`src/rtl/tdm_demux_if.sv`:
```
// tdm_demux_if: bundles the multiplexed input stream and the demultiplexed lane
// outputs of tdm_demux.
//   master : the stream source / lane consumer (drives din, din_valid, frame_sync)
//   slave  : the demultiplexer (drives dout, dout_valid, sel, locked,
//            frame_done, sync_err)
interface tdm_demux_if #(
  parameter int CHANNELS = 4,
  parameter int WIDTH    = 8
);
  localparam int SEL_W = $clog2(CHANNELS);

  logic [WIDTH-1:0]          din;
  logic                      din_valid;
  logic                      frame_sync;
  logic [CHANNELS*WIDTH-1:0] dout;
  logic [CHANNELS-1:0]       dout_valid;
  logic [SEL_W-1:0]          sel;
  logic                      locked;
  logic                      frame_done;
  logic                      sync_err;

  modport master (
    output din, din_valid, frame_sync,
    input  dout, dout_valid, sel, locked, frame_done, sync_err
  );

  modport slave (
    input  din, din_valid, frame_sync,
    output dout, dout_valid, sel, locked, frame_done, sync_err
  );
endinterface

```
`src/rtl/tdm_demux.sv`:
```
// tdm_demux: distributes one shared sample stream round-robin into CHANNELS
// registered output lanes, aligned by frame_sync.
// Ports:
//   clk  - rising-edge clock
//   rst  - asynchronous active-high reset
//   bus  - tdm_demux_if.slave:
//            din/din_valid/frame_sync in; dout (lane k at [k*WIDTH +: WIDTH]),
//            dout_valid (one-hot strobe), sel (next lane), locked (RUN),
//            frame_done (last lane written), sync_err (misaligned sync) out.
module tdm_demux #(
  parameter int CHANNELS = 4,
  parameter int WIDTH    = 8
) (
  input  logic        clk,
  input  logic        rst,
  tdm_demux_if.slave  bus
);
  localparam int SEL_W = $clog2(CHANNELS);
  localparam logic [SEL_W-1:0] LAST_LANE = SEL_W'(CHANNELS - 1);

  typedef enum logic {HUNT, RUN} state_t;

  state_t                    state_q, state_d;
  logic [SEL_W-1:0]          sel_q, sel_d;
  logic [CHANNELS*WIDTH-1:0] dout_q, dout_d;
  logic [CHANNELS-1:0]       dout_valid_q, dout_valid_d;
  logic                      frame_done_q, frame_done_d;
  logic                      sync_err_q, sync_err_d;

  logic                      wr_en;
  logic [SEL_W-1:0]          wr_lane;

  always_ff @(posedge clk or posedge rst) begin
    if (rst) begin
      state_q      <= HUNT;
      sel_q        <= '0;
      dout_q       <= '0;
      dout_valid_q <= '0;
      frame_done_q <= 1'b0;
      sync_err_q   <= 1'b0;
    end else begin
      state_q      <= state_d;
      sel_q        <= sel_d;
      dout_q       <= dout_d;
      dout_valid_q <= dout_valid_d;
      frame_done_q <= frame_done_d;
      sync_err_q   <= sync_err_d;
    end
  end

  always_comb begin
    state_d      = state_q;
    sel_d        = sel_q;
    dout_d       = dout_q;
    dout_valid_d = '0;
    frame_done_d = 1'b0;
    sync_err_d   = 1'b0;
    wr_en        = 1'b0;
    wr_lane      = '0;

    // frame_sync only means something on a valid sample.
    if (bus.din_valid) begin
      if (state_q == HUNT) begin
        // Samples before the first frame marker have no known lane; drop them.
        if (bus.frame_sync) begin
          wr_en   = 1'b1;
          state_d = RUN;
          sel_d   = SEL_W'(1);
        end
      end else if (bus.frame_sync) begin
        // A marker anywhere but lane 0 abandons the partial frame.
        wr_en      = 1'b1;
        sel_d      = SEL_W'(1);
        sync_err_d = (sel_q != '0);
      end else begin
        wr_en   = 1'b1;
        wr_lane = sel_q;
        // Explicit wrap so non-power-of-two CHANNELS never reach unused codes.
        if (sel_q == LAST_LANE) begin
          sel_d        = '0;
          frame_done_d = 1'b1;
        end else begin
          sel_d = sel_q + SEL_W'(1);
        end
      end
    end

    for (int k = 0; k < CHANNELS; k++) begin
      if (wr_en && (wr_lane == SEL_W'(k))) begin
        dout_d[k*WIDTH +: WIDTH] = bus.din;
        dout_valid_d[k]          = 1'b1;
      end
    end
  end

  assign bus.dout       = dout_q;
  assign bus.dout_valid = dout_valid_q;
  assign bus.sel        = sel_q;
  assign bus.locked     = (state_q == RUN);
  assign bus.frame_done = frame_done_q;
  assign bus.sync_err   = sync_err_q;
endmodule

```
`src/flat_wrapper.sv`:
```
// flat-port wrapper written by rule: the top's interface ports become plain ports
module tdm_demux_flat 
#(
  parameter int CHANNELS = 4,
  parameter int WIDTH    = 8
)
  (clk, rst, bus_din, bus_din_valid, bus_frame_sync, bus_dout, bus_dout_valid, bus_sel, bus_locked, bus_frame_done, bus_sync_err);
  tdm_demux_if #(.CHANNELS(CHANNELS), .WIDTH(WIDTH)) bus_i ();
  input  logic clk;
  input  logic rst;
  input wire logic [$bits(bus_i.din)-1:0] bus_din;
  input wire logic [$bits(bus_i.din_valid)-1:0] bus_din_valid;
  input wire logic [$bits(bus_i.frame_sync)-1:0] bus_frame_sync;
  output wire logic [$bits(bus_i.dout)-1:0] bus_dout;
  output wire logic [$bits(bus_i.dout_valid)-1:0] bus_dout_valid;
  output wire logic [$bits(bus_i.sel)-1:0] bus_sel;
  output wire logic [$bits(bus_i.locked)-1:0] bus_locked;
  output wire logic [$bits(bus_i.frame_done)-1:0] bus_frame_done;
  output wire logic [$bits(bus_i.sync_err)-1:0] bus_sync_err;
  assign bus_i.din = bus_din;
  assign bus_i.din_valid = bus_din_valid;
  assign bus_i.frame_sync = bus_frame_sync;
  assign bus_dout = bus_i.dout;
  assign bus_dout_valid = bus_i.dout_valid;
  assign bus_sel = bus_i.sel;
  assign bus_locked = bus_i.locked;
  assign bus_frame_done = bus_i.frame_done;
  assign bus_sync_err = bus_i.sync_err;
  tdm_demux #(.CHANNELS(CHANNELS), .WIDTH(WIDTH)) u_core (.clk(clk), .rst(rst), .bus(bus_i));
endmodule
```
`config.mk`:
```
export PLATFORM = sky130hd
export DESIGN_NAME = tdm_demux_flat
export DESIGN_NICKNAME = d
export VERILOG_FILES = /design/src/rtl/tdm_demux_if.sv /design/src/rtl/tdm_demux.sv /design/src/flat_wrapper.sv
export SDC_FILE = /design/constraint.sdc
export NUM_CORES = 1
export LEC_CHECK = 0
export ABC_CLOCK_PERIOD_IN_PS = 1400
export BUFFER_PORTS_ARGS = -buffer_cell sky130_fd_sc_hd__buf_2
export CORE_AREA = 2 2 64 66
export DETAILED_ROUTE_END_ITERATION = 8
export DIE_AREA = 0 0 66 68
export PLACE_DENSITY = 0.72
export SETUP_SLACK_MARGIN = 0.3
export SYNTH_ARGS = -nofsm -noshare
export SYNTH_HDL_FRONTEND = slang
export SYNTH_SLANG_ARGS = --single-unit
```
`constraint.sdc`:
```
create_clock -name clk -period 1.4 [get_ports clk]
set_input_delay 0.14 -clock clk [delete_from_list [all_inputs] [get_ports clk]]
set_output_delay 0.14 -clock clk [all_outputs]
set_load 0.05 [all_outputs]
```
==> qor.csv <==
metric,value,unit
status,"complete, no violations",
Min-Delay Path Depth,2,
register area share after synthesis,0.6284,
"EDFF count, synth",0,
critical path class,flip-flop to flip-flop,
Critical Path Start Type,flip-flop,
maxcap violations,0,
Min-Delay Endpoint,u_core.bus.dout[12],
Synth area leader,dfrtp_1,
Syn. warnings,0,
cell count of the worst reg-to-reg path,3,
DR pass1 iterations,4,
Antenna diodes,0,
area taken by multi-input logic gates,689.4,um2
synthesized area,1633,um2
Area contributors post-synth,"dfrtp_1 63%, mux2_4 15%, mux2_2 11%",
WL final,3835,um
metal1 wirelength,1673,um
CP Capture Type,flip-flop,
FF/Latch Area,1032,um2
Seq cells post-synth,41,
layout cells sized above 1,0.7168,
TritonCTS clock tree,done,
cell count after synthesis,98,
Max Fclk,730.7,MHz
synthesis-to-finish area growth,41.99,%
static leakage,1.182,nW
Setup TNS,0,ps
Synth top area share,0.6284,
overall power,0.005188,W
r2r startpoint,u_core.bus.sel[0],
final setup violating endpoints,0,
Met3 Wirelength,265,um
Die Height,68,um
Psw,0.002402,W
Gate power share,0.515,
I/O Buffers,52,
Detailed Route Iter0 Violations,43,
Worst VDD drop,0.8861,mV
post-synth cell types,16,
fill count,323,
FP Rows,23,
Synth Flop Type,dfrtp_1,
Max Slew Vio Count,0,
met2 routed WL,1823,um
arrival time worst endpoint,1540,ps
RSZ-0062 raised after global routing,yes,
Core Area,3856,um2
final hold violation count,0,
"Avg Cell Area, Syn",16.66,um2
clock root cell,clkbuf_8,
"Async S/R FF share, synth",1.000,
hold_sp,bus_din[4],
max layer used,met4,
DR DRC count,0,
Worst-Margin Slew,491.2,ps
clock latency at the later pin of the worst-skew pair,290,ps
"Remaining Overflow, GRT",0,
H-tree levels,2,
Via density,4.933,
Hold Slack,130.8,ps
Slew HR,0.6722,
via count,1100,
die width,66,um
CP required,1580,ps
worst clock skew,6.178,ps
Tcrit/Tclk final,0.9775,
antenna-violating nets left,0,
PwrDens,2238,nW/um2
Final WS setup,31.53,ps
dpl hpwl,2385,um
clock-pin slew on the worst setup and hold paths,80,ps
FF-to-FF setup slack,30,ps
largest net degree at the start of global routing,22,
sequential share of power,0.345,
first-pass GRT wire length,5927,um
fin crit period,1368,ps
worst min path class,primary input to flip-flop,
vias in the first global route,1136,
CTS Buf Count,5,
most frequent cell after synthesis,dfrtp_1,
I/O pin count,53,
GRT Total Usage,0.1857,
peak fanout along the critical path,5,
initial antenna violation count,0,
die area,4488,um2
Layout Nets,187,
Pint,0.002786,W
CTS max path bufs,2,
routed length per instance,17.20,um
initial core utilization,0.4234,
Synth Net Count,112,
DP Worst Slack,-13.77,ps
share of power burned in the clock network,0.140,
routability congestion estimate,0.6593,
Switching Fraction,0.4630,
Clock Sinks,41,
RR Endpoint,u_core.bus.dout[1],
commonest cells in the synthesized netlist,"41 x dfrtp_1, 16 x mux2_2, 16 x mux2_4, 5 x inv_1",
## cells by family after synthesis
group / after synthesis / synth area share
flops: 41 / 0.6284
fa+ha+maj: 2 / 0.01532
simple gates: 11 / 0.05211
buf+inv: 7 / 0.02529
compound gates: 5 / 0.02146
mux: 32 / 0.2575
## layout make-up
| class | instances | share of cell area |
|---|---|---|
| flip-flops and latches | 41 | 0.4452 |
| clock buffers | 6 | 0.03130 |
| well taps | 50 | 0.02698 |
| clock inverters | 1 | 0.002159 |
| inverters | 5 | 0.008095 |
| repair buffers | 67 | 0.1889 |
| multi-input cells | 53 | 0.2974 |
## critical path: stages, from the launching register on
cell and delay, ps:
dfrtp_4 520, nor3b_4 310, o21ai_4 140, mux2_2 290
## metal layers
layer	vias up	global-route usage
li1	498	-
met1	557	0.2302
met2	40	0.3030
met3	5	0.05921
met4	0	0.07653
met5	-	0
## stage by stage
step	std cells	util	cell area, um2
6_report	223	0.6012	2318
2_1_floorplan	98	-	1680
3_3_place_gp	203	0.5247	2023
4_1_cts	222	0.5824	2246
3_5_place_dp	203	0.5247	2023
5_1_grt	223	0.6012	2318
## layout by cell type, fill, tap and decap left out
cell type / n
buf_8: 2
nand2_1: 3
dfrtp_1: 38
mux2_4: 25
buf_6: 4
a22o_1: 1
and3_4: 4
nor3b_4: 1
buf_12: 1
dlygate4sd3_1: 1
clkbuf_4: 5
mux2_2: 7
and3b_4: 1
o21ai_0: 1
nor3b_2: 2
inv_1: 1
ha_1: 1
clkinv_2: 1
dfrtp_2: 2
buf_2: 44
and2_4: 1
a21o_1: 1
o21ai_4: 2
o21ai_1: 1
inv_2: 4
buf_4: 10
clkbuf_8: 5
ha_4: 1
dfrtp_4: 1
clkbuf_1: 1
nand3_4: 1
## power groups by stage
stage | combinational (W) | clock [W] | sequential (W)
floorplan | 0.000550 | 0 | 0.00315
global placement | 0.00242 | 0 | 0.00178
detailed placement | 0.00245 | 0 | 0.00180
CTS | 0.00258 | 0.000733 | 0.00178
global route | 0.00279 | 0.000801 | 0.00184
finish | 0.00267 | 0.000725 | 0.00179
## worst max path at each step
stage | startpoint | end | slack, ps | cells after the start
3_5_place_dp | u_core.bus.locked | u_core.bus.dout[5] | -10 | 3
2_1_floorplan | u_core.bus.locked | u_core.bus.dout[10] | -120 | 4
6_report | u_core.bus.sel[0] | u_core.bus.dout[1] | 30 | 3
3_3_place_gp | u_core.bus.locked | u_core.bus.dout[5] | 60 | 3
5_1_grt | u_core.bus.sel[0] | u_core.bus.dout[2] | -10 | 3
4_1_cts | u_core.bus.sel[0] | u_core.bus.dout[0] | 30 | 3
## state kept, by name, summed over array words and instances (netlist names)
signal and flops:
u_core.bus.sync_err 1, u_core.bus.locked 1, u_core.bus.dout 32, u_core.bus.sel 2
u_core.bus.frame_done 1, u_core.bus.dout_valid 4
## repair_timing
item	CTS	global route
buffers inserted	8	1
hold buffers	1	0
hold endpoints to repair	10	0
pin swaps	11	4
resized for setup	14	19
gates cloned	3	0
endpoints found under the setup margin	38	46
No activity file was read; power rests on OpenSTA's default activity.
